## src/rtl/exception_ctrl.sv

```systemverilog
// Exception/interrupt sequencer: latches UND/SWI/ERET events, takes them at
// instruction boundaries, saves PC/status, vectors the PC and restores on ERET.
module exception_ctrl #(
  parameter int unsigned NUM_IRQ = 4,
  parameter logic [31:0] VEC_UND = 32'h0000_0004,
  parameter logic [31:0] VEC_SWI = 32'h0000_0008,
  parameter logic [31:0] VEC_IRQ = 32'h0000_0018
) (
  input  logic               clk,
  input  logic               rst_n,
  input  logic [NUM_IRQ-1:0] irq_req,
  input  logic [NUM_IRQ-1:0] irq_mask,
  input  logic               und_req,
  input  logic               swi_req,
  input  logic               eret_req,
  input  logic               instr_boundary,
  input  logic [31:0]        pc_cur,
  input  logic [31:0]        status_in,
  output logic               stall,
  output logic               pc_load,
  output logic [31:0]        pc_next,
  output logic               mode,
  output logic [3:0]         clr_flag,
  output logic               flag_restore_en,
  output logic [3:0]         flag_restore_val,
  output logic [31:0]        epc,
  output logic [31:0]        saved_status,
  output logic [1:0]         cause,
  output logic [NUM_IRQ-1:0] irq_ack,
  output logic               fatal
);

  localparam int unsigned SW = (NUM_IRQ > 1) ? $clog2(NUM_IRQ) : 1;

  typedef enum logic [1:0] {IDLE, SAVE, VECTOR, RESTORE} state_e;

  state_e             state_q, state_d;
  logic               pend_und_q, pend_und_d;
  logic               pend_swi_q, pend_swi_d;
  logic               pend_eret_q, pend_eret_d;
  logic               mode_q, mode_d;
  logic               fatal_q, fatal_d;
  logic [31:0]        epc_q, epc_d;
  logic [31:0]        saved_status_q, saved_status_d;
  logic [1:0]         cause_q, cause_d;
  logic [1:0]         next_cause_q, next_cause_d;
  logic [SW-1:0]      irq_sel_q, irq_sel_d;
  logic               pc_load_q, pc_load_d;
  logic [31:0]        pc_next_q, pc_next_d;
  logic [3:0]         clr_flag_q, clr_flag_d;
  logic               flag_restore_en_q, flag_restore_en_d;
  logic [3:0]         flag_restore_val_q, flag_restore_val_d;
  logic [NUM_IRQ-1:0] irq_ack_q, irq_ack_d;

  logic               take;
  logic               und_eff, swi_eff, eret_eff;
  logic [NUM_IRQ-1:0] irq_act;
  logic [SW-1:0]      irq_low;
  logic               irq_found;

  always_comb begin
    state_d            = state_q;
    mode_d             = mode_q;
    fatal_d            = fatal_q;
    epc_d              = epc_q;
    saved_status_d     = saved_status_q;
    cause_d            = cause_q;
    next_cause_d       = next_cause_q;
    irq_sel_d          = irq_sel_q;
    pc_next_d          = pc_next_q;
    pc_load_d          = 1'b0;
    clr_flag_d         = '0;
    flag_restore_en_d  = 1'b0;
    flag_restore_val_d = '0;
    irq_ack_d          = '0;
    take               = 1'b0;

    // A request pulse in the boundary cycle itself counts as pending.
    und_eff     = pend_und_q | und_req;
    swi_eff     = pend_swi_q | swi_req;
    eret_eff    = pend_eret_q | eret_req;
    pend_und_d  = und_eff;
    pend_swi_d  = swi_eff;
    pend_eret_d = eret_eff;

    irq_act   = irq_req & ~irq_mask;
    irq_low   = '0;
    irq_found = 1'b0;
    for (int unsigned i = 0; i < NUM_IRQ; i++) begin
      if (irq_act[i] && !irq_found) begin
        irq_low   = SW'(i);
        irq_found = 1'b1;
      end
    end

    unique case (state_q)
      IDLE: begin
        if (instr_boundary) begin
          if (eret_eff && mode_q) begin
            pend_eret_d = 1'b0;
            state_d     = RESTORE;
            take        = 1'b1;
          end else if (und_eff || eret_eff) begin
            // ERET from user mode is treated as an undefined instruction.
            pend_und_d  = 1'b0;
            pend_eret_d = 1'b0;
            if (mode_q) begin
              fatal_d = 1'b1;
            end else begin
              next_cause_d = 2'd1;
              state_d      = SAVE;
              take         = 1'b1;
            end
          end else if (swi_eff) begin
            pend_swi_d = 1'b0;
            if (!mode_q) begin
              next_cause_d = 2'd2;
              state_d      = SAVE;
              take         = 1'b1;
            end
          end else if (!mode_q && irq_found) begin
            next_cause_d = 2'd3;
            irq_sel_d    = irq_low;
            state_d      = SAVE;
            take         = 1'b1;
          end
        end
      end
      SAVE: begin
        epc_d          = pc_cur;
        saved_status_d = status_in;
        cause_d        = next_cause_q;
        state_d        = VECTOR;
      end
      VECTOR: begin
        mode_d  = 1'b1;
        state_d = IDLE;
      end
      RESTORE: begin
        mode_d  = saved_status_q[0];
        state_d = IDLE;
      end
      default: state_d = IDLE;
    endcase

    // Strobes are registered from the upcoming state so they line up with it.
    if (state_d == VECTOR) begin
      pc_load_d  = 1'b1;
      clr_flag_d = 4'hF;
      unique case (next_cause_q)
        2'd1:    pc_next_d = VEC_UND;
        2'd2:    pc_next_d = VEC_SWI;
        2'd3:    pc_next_d = VEC_IRQ;
        default: pc_next_d = '0;
      endcase
      if (next_cause_q == 2'd3) begin
        for (int unsigned i = 0; i < NUM_IRQ; i++) begin
          irq_ack_d[i] = (irq_sel_q == SW'(i));
        end
      end
    end
    if (state_d == RESTORE) begin
      pc_load_d          = 1'b1;
      flag_restore_en_d  = 1'b1;
      flag_restore_val_d = saved_status_q[31:28];
      pc_next_d          = epc_q;
    end
  end

  always_ff @(posedge clk or negedge rst_n) begin
    if (!rst_n) begin
      state_q            <= IDLE;
      pend_und_q         <= 1'b0;
      pend_swi_q         <= 1'b0;
      pend_eret_q        <= 1'b0;
      mode_q             <= 1'b1;
      fatal_q            <= 1'b0;
      epc_q              <= '0;
      saved_status_q     <= '0;
      cause_q            <= '0;
      next_cause_q       <= '0;
      irq_sel_q          <= '0;
      pc_load_q          <= 1'b0;
      pc_next_q          <= '0;
      clr_flag_q         <= '0;
      flag_restore_en_q  <= 1'b0;
      flag_restore_val_q <= '0;
      irq_ack_q          <= '0;
    end else begin
      state_q            <= state_d;
      pend_und_q         <= pend_und_d;
      pend_swi_q         <= pend_swi_d;
      pend_eret_q        <= pend_eret_d;
      mode_q             <= mode_d;
      fatal_q            <= fatal_d;
      epc_q              <= epc_d;
      saved_status_q     <= saved_status_d;
      cause_q            <= cause_d;
      next_cause_q       <= next_cause_d;
      irq_sel_q          <= irq_sel_d;
      pc_load_q          <= pc_load_d;
      pc_next_q          <= pc_next_d;
      clr_flag_q         <= clr_flag_d;
      flag_restore_en_q  <= flag_restore_en_d;
      flag_restore_val_q <= flag_restore_val_d;
      irq_ack_q          <= irq_ack_d;
    end
  end

  assign stall            = (state_q != IDLE) | take;
  assign pc_load          = pc_load_q;
  assign pc_next          = pc_next_q;
  assign mode             = mode_q;
  assign clr_flag         = clr_flag_q;
  assign flag_restore_en  = flag_restore_en_q;
  assign flag_restore_val = flag_restore_val_q;
  assign epc              = epc_q;
  assign saved_status     = saved_status_q;
  assign cause            = cause_q;
  assign irq_ack          = irq_ack_q;
  assign fatal            = fatal_q;

endmodule

```

## config.mk

```make
export PLATFORM = sky130hd
export DESIGN_NAME = exception_ctrl
export DESIGN_NICKNAME = d
export VERILOG_FILES = /design/src/rtl/exception_ctrl.sv
export SDC_FILE = /design/constraint.sdc
export NUM_CORES = 1
export LEC_CHECK = 0
export BUFFER_PORTS_ARGS = -buffer_cell sky130_fd_sc_hd__buf_2
export CORE_MARGIN = 4
export CORE_UTILIZATION = 45
export DETAILED_ROUTE_END_ITERATION = 12
export PLACE_DENSITY = 0.76
export REMOVE_ABC_BUFFERS = 1
export SYNTH_ARGS = -nofsm -noshare
export SYNTH_HDL_FRONTEND = slang
export SYNTH_SLANG_ARGS = --single-unit
export TNS_END_PERCENT = 20
```

## constraint.sdc

```tcl
create_clock -name clk -period 2.75 [get_ports clk]
set_clock_uncertainty 0.1 [all_clocks]
set_input_delay 0.1375 -clock clk [delete_from_list [all_inputs] [get_ports clk]]
set_output_delay 0.1375 -clock clk [all_outputs]
set_load 0.01 [all_outputs]
```

==> summary.md <==
| Metric | Value |
|---|---|
| Worst setup EP type | `flop` |
| Nets | `between 600 and 700` |
| IO Pins | `193` |
| Sw Share | `between 30 and 40%` |
| Max-cap violations | `0` |
| First-pass GRT wire length | `~19,000 microns` |
| Post-route ant nets | `0` |
| Overflow after GRT | `0` |
| Synth Instances | `slightly below 300` |
| Chain of cells forming the critical path | `dlygate4sd3_1, buf_2, nand2b_1, dlygate4sd3_1, a21oi_1, dlygate4sd3_1, o41ai_1, dlygate4sd3_1` |
| Clock-pin slew on the worst setup and hold paths | `50 ps` |
| Fin crit period | `around 2500 ps` |
| Worst min path class | `in2async` |
| Setup violations, final | `0` |
| Worst path required time | `between 3000 and 4000 ps` |
| RSZ-0062 raised after global routing | `no` |
| Finished Cell Area | `0.00701 sq mm` |
| Critical path class | `in2reg` |
| Max Clk Rate | `393 MHz` |
| Reg2reg start | `state_q[1]` |
| Max Transition Viols Final | `0` |
| Mean Syn Cell Area | `15.7 sq um` |
| 1st-iter DRT viols | `193` |
| Power Total | `0.00812 W` |
| Worst-path maximum fanout | `2` |
| Initial antenna violation count | `0` |
| Post-synth ARST share | `100%` |
| Share of cells above drive strength 1 | `56.1%` |
| Netlist cell types | `35` |
| Fin. Hold Viols | `0` |
| Max-slew headroom | `59.6%` |
| Final wirelength | `12,300 microns` |
| Outcome | `finished, final reports clean` |
| Clk root buf | `clkbuf_8` |
| Slowest CP cell | `dlygate4sd3_1` |
| Vias | `3,608` |
| Vias in the first global route | `3,837` |
| Die ar. | `0.0119 sq mm` |
| Post-DR vias/cell | `around 5` |
| Final period util | `between 90% and 100%` |
| GR Util All Layers | `21.3%` |
| Flop pwr share | `38.4%` |
| # diodes | `0` |
| Die height | `109 microns` |
| Routed len/inst | `17.2 microns` |
| Most frequent cell after synthesis | `dfrtp_1` |
| Fin util | `a little under three quarters` |
| P_int | `0.00545 W` |
| DP HPWL | `just under 8000 microns` |
| Worst vdd ir | `0.662 mV` |
| Worst EP arrival | `roughly 2900 ps` |
| Port Buffers | `about 190` |
| FILL cells | `647` |
| Clock Power Share | `26.9%` |
| Non-Filler Instances | `716` |
| Largest net degree at the start of global routing | `49` |
| Yosys warning total | `0` |
| Placed insts | `607` |
| Mapped cell area | `0.00459 sq mm` |
| Hold_buf cts | `77` |
| # resized after CTS | `0` |
| CORE AREA | `between 0.009 and 0.01 sq mm` |
| Top-area cell type share of the netlist area | `64.9%` |
| Placement Cell Area | `around 0.0056 sq mm` |
| NetSw | `0.00267 W` |
| CP peak stage delay | `580 ps` |
| CTS tree | `built` |
| Largest cells by area after synthesis | `dfrtp_1 65%, mux2_2 16%, a22o_2 5.5%` |
| Clock Latency Late Sink | `510 ps` |
| Worst Max-Slew Pin Slew | `~600 ps` |
| CP Launch Type | `input pin` |
| Synth area leader | `dfrtp_1` |
| Clk sink count | `120` |
| Die width | `roughly 110 microns` |
| CTS H-tree depth | `4` |
| Crit path from | `irq_req[2]` |
| Residual DRC | `0` |
| PwrDens | `between 1000 and 1500 mW/mm^2` |
| Most used cell, CP | `dlygate4sd3_1` |
| Synthesis-stage register bit count | `between 100 and 150` |
| Post-synth EDFFs | `0` |
| Pleak | `3.45 nW` |
| CTS max path bufs | `2` |
| Register Area | `0.00300 sq mm` |
| GPL Wtd Cong | `between 0.7 and 0.8` |
| Most instantiated cells after synthesis | `119 x dfrtp_1, 65 x mux2_2, 25 x a22o_2` |
| Area Overhead vs Synth | `52.6%` |
| # rows | `36` |
| Setup Buffers After CTS | `0` |
| Multi-input gate area in the final layout | `0.00143 sq mm` |
| CTS Buf Count | `17` |
| Pre-antenna DRT Iters | `5` |
| Initial core utilization | `46.5%` |
| Most used DFF post-synth | `dfrtp_1` |
| Sequential area share after synthesis | `65.4%` |
| Combinational share of power | `34.7%` |
==> final cells by class <==
class | instances | area share (%)
sequential | 120 | 42.9
timing repair buffer | 276 | 25.7
multi-input combinational | 151 | 20.3
clock buffer | 20 | 6.36
tap | 133 | 2.38
clock inverter | 12 | 2.14
inverter | 4 | 0.214
==> sequential cells by signal, summed over array words and instances, names as in the netlist, 2 cells and up <==
signal / flops
irq_ack: 4
irq_sel_q: 2
saved_status: 32
next_cause_q: 2
pc_next: 32
flag_restore_val: 4
state_q: 2
cause: 2
epc: 32
==> per-stage QoR <==
step / worst slack (ps) / setup TNS (ps) / hold slack [ps]
floorplan: -1510 / -107260 / -258
global placement: 1000 / 0 / 82.0
detailed placement: 963 / 0 / 86.6
CTS: 308 / 0 / 4.61
global route: 120 / 0 / 106
finish: 208 / 0 / 75.5
==> path summary, 6_finish.rpt <==
path / endpoint / slack, ps / cells after the start
max: irq_sel_q[0] / 210 / 8
min: saved_status[23] / 80 / 2
max reg2reg: irq_sel_q[0] / 530 / 5
min reg2reg: fatal / 380 / 1
max in group asynchronous: saved_status[28] / 1770 / 3
min in group clk: irq_sel_q[1] / 130 / 5
==> cell families after synthesis <==
family                 share of synthesized area, %
DFF                                            65.4
muxes                                          15.9
AOI/OAI and AO/OA                              9.78
and+or+nand+nor                                5.15
buffers and inverters                          3.68
==> layout by cell type, fill, tap and decap left out, types with 2 or more instances in the layout <==
cell           count
clkbuf_16         16
nand3_1            2
o22a_1             3
buf_2            191
inv_1              4
clkinvlp_4         3
buf_4              7
mux2_2            65
a21oi_1            5
clkinv_4           2
o21ai_0            3
nand2b_1           2
and2_1             5
and3_1             2
dlygate4sd3_1     77
a22o_2            25
nand2_1            4
dfrtp_1          119
nor2_1             8
a22o_1             4
nor2b_1            4
clkbuf_8           3
bufinv_16          3
a221o_1            2
nor3_1             2
clkinv_2           4
nor4_4             2
==> critical path, delay by kind of cell <==
family,cells,cell delay (ps)
compound gates,2,280
buf+inv,5,2380
simple gates,1,90
==> routing by layer <==
layer	track usage, %	vias to the layer above	part of all wire (%)
met3	6.34	21	6.7
li1	-	1627	-
met2	36.5	159	52
met5	0	-	0
met1	24.8	1801	39
met4	9.38	0	1.8
==> power by group through the flow <==
stage | registers, W | clock network [W] | logic (W)
after detailed placement | 0.00311 | 0 | 0.00273
after CTS | 0.00310 | 0.00222 | 0.00284
after floorplan | 0.00338 | 0 | 0.00124
after global placement | 0.00308 | 0 | 0.00265
final | 0.00311 | 0.00219 | 0.00282
after global routing | 0.00320 | 0.00230 | 0.00306
Power figures use the tool's default switching activity.
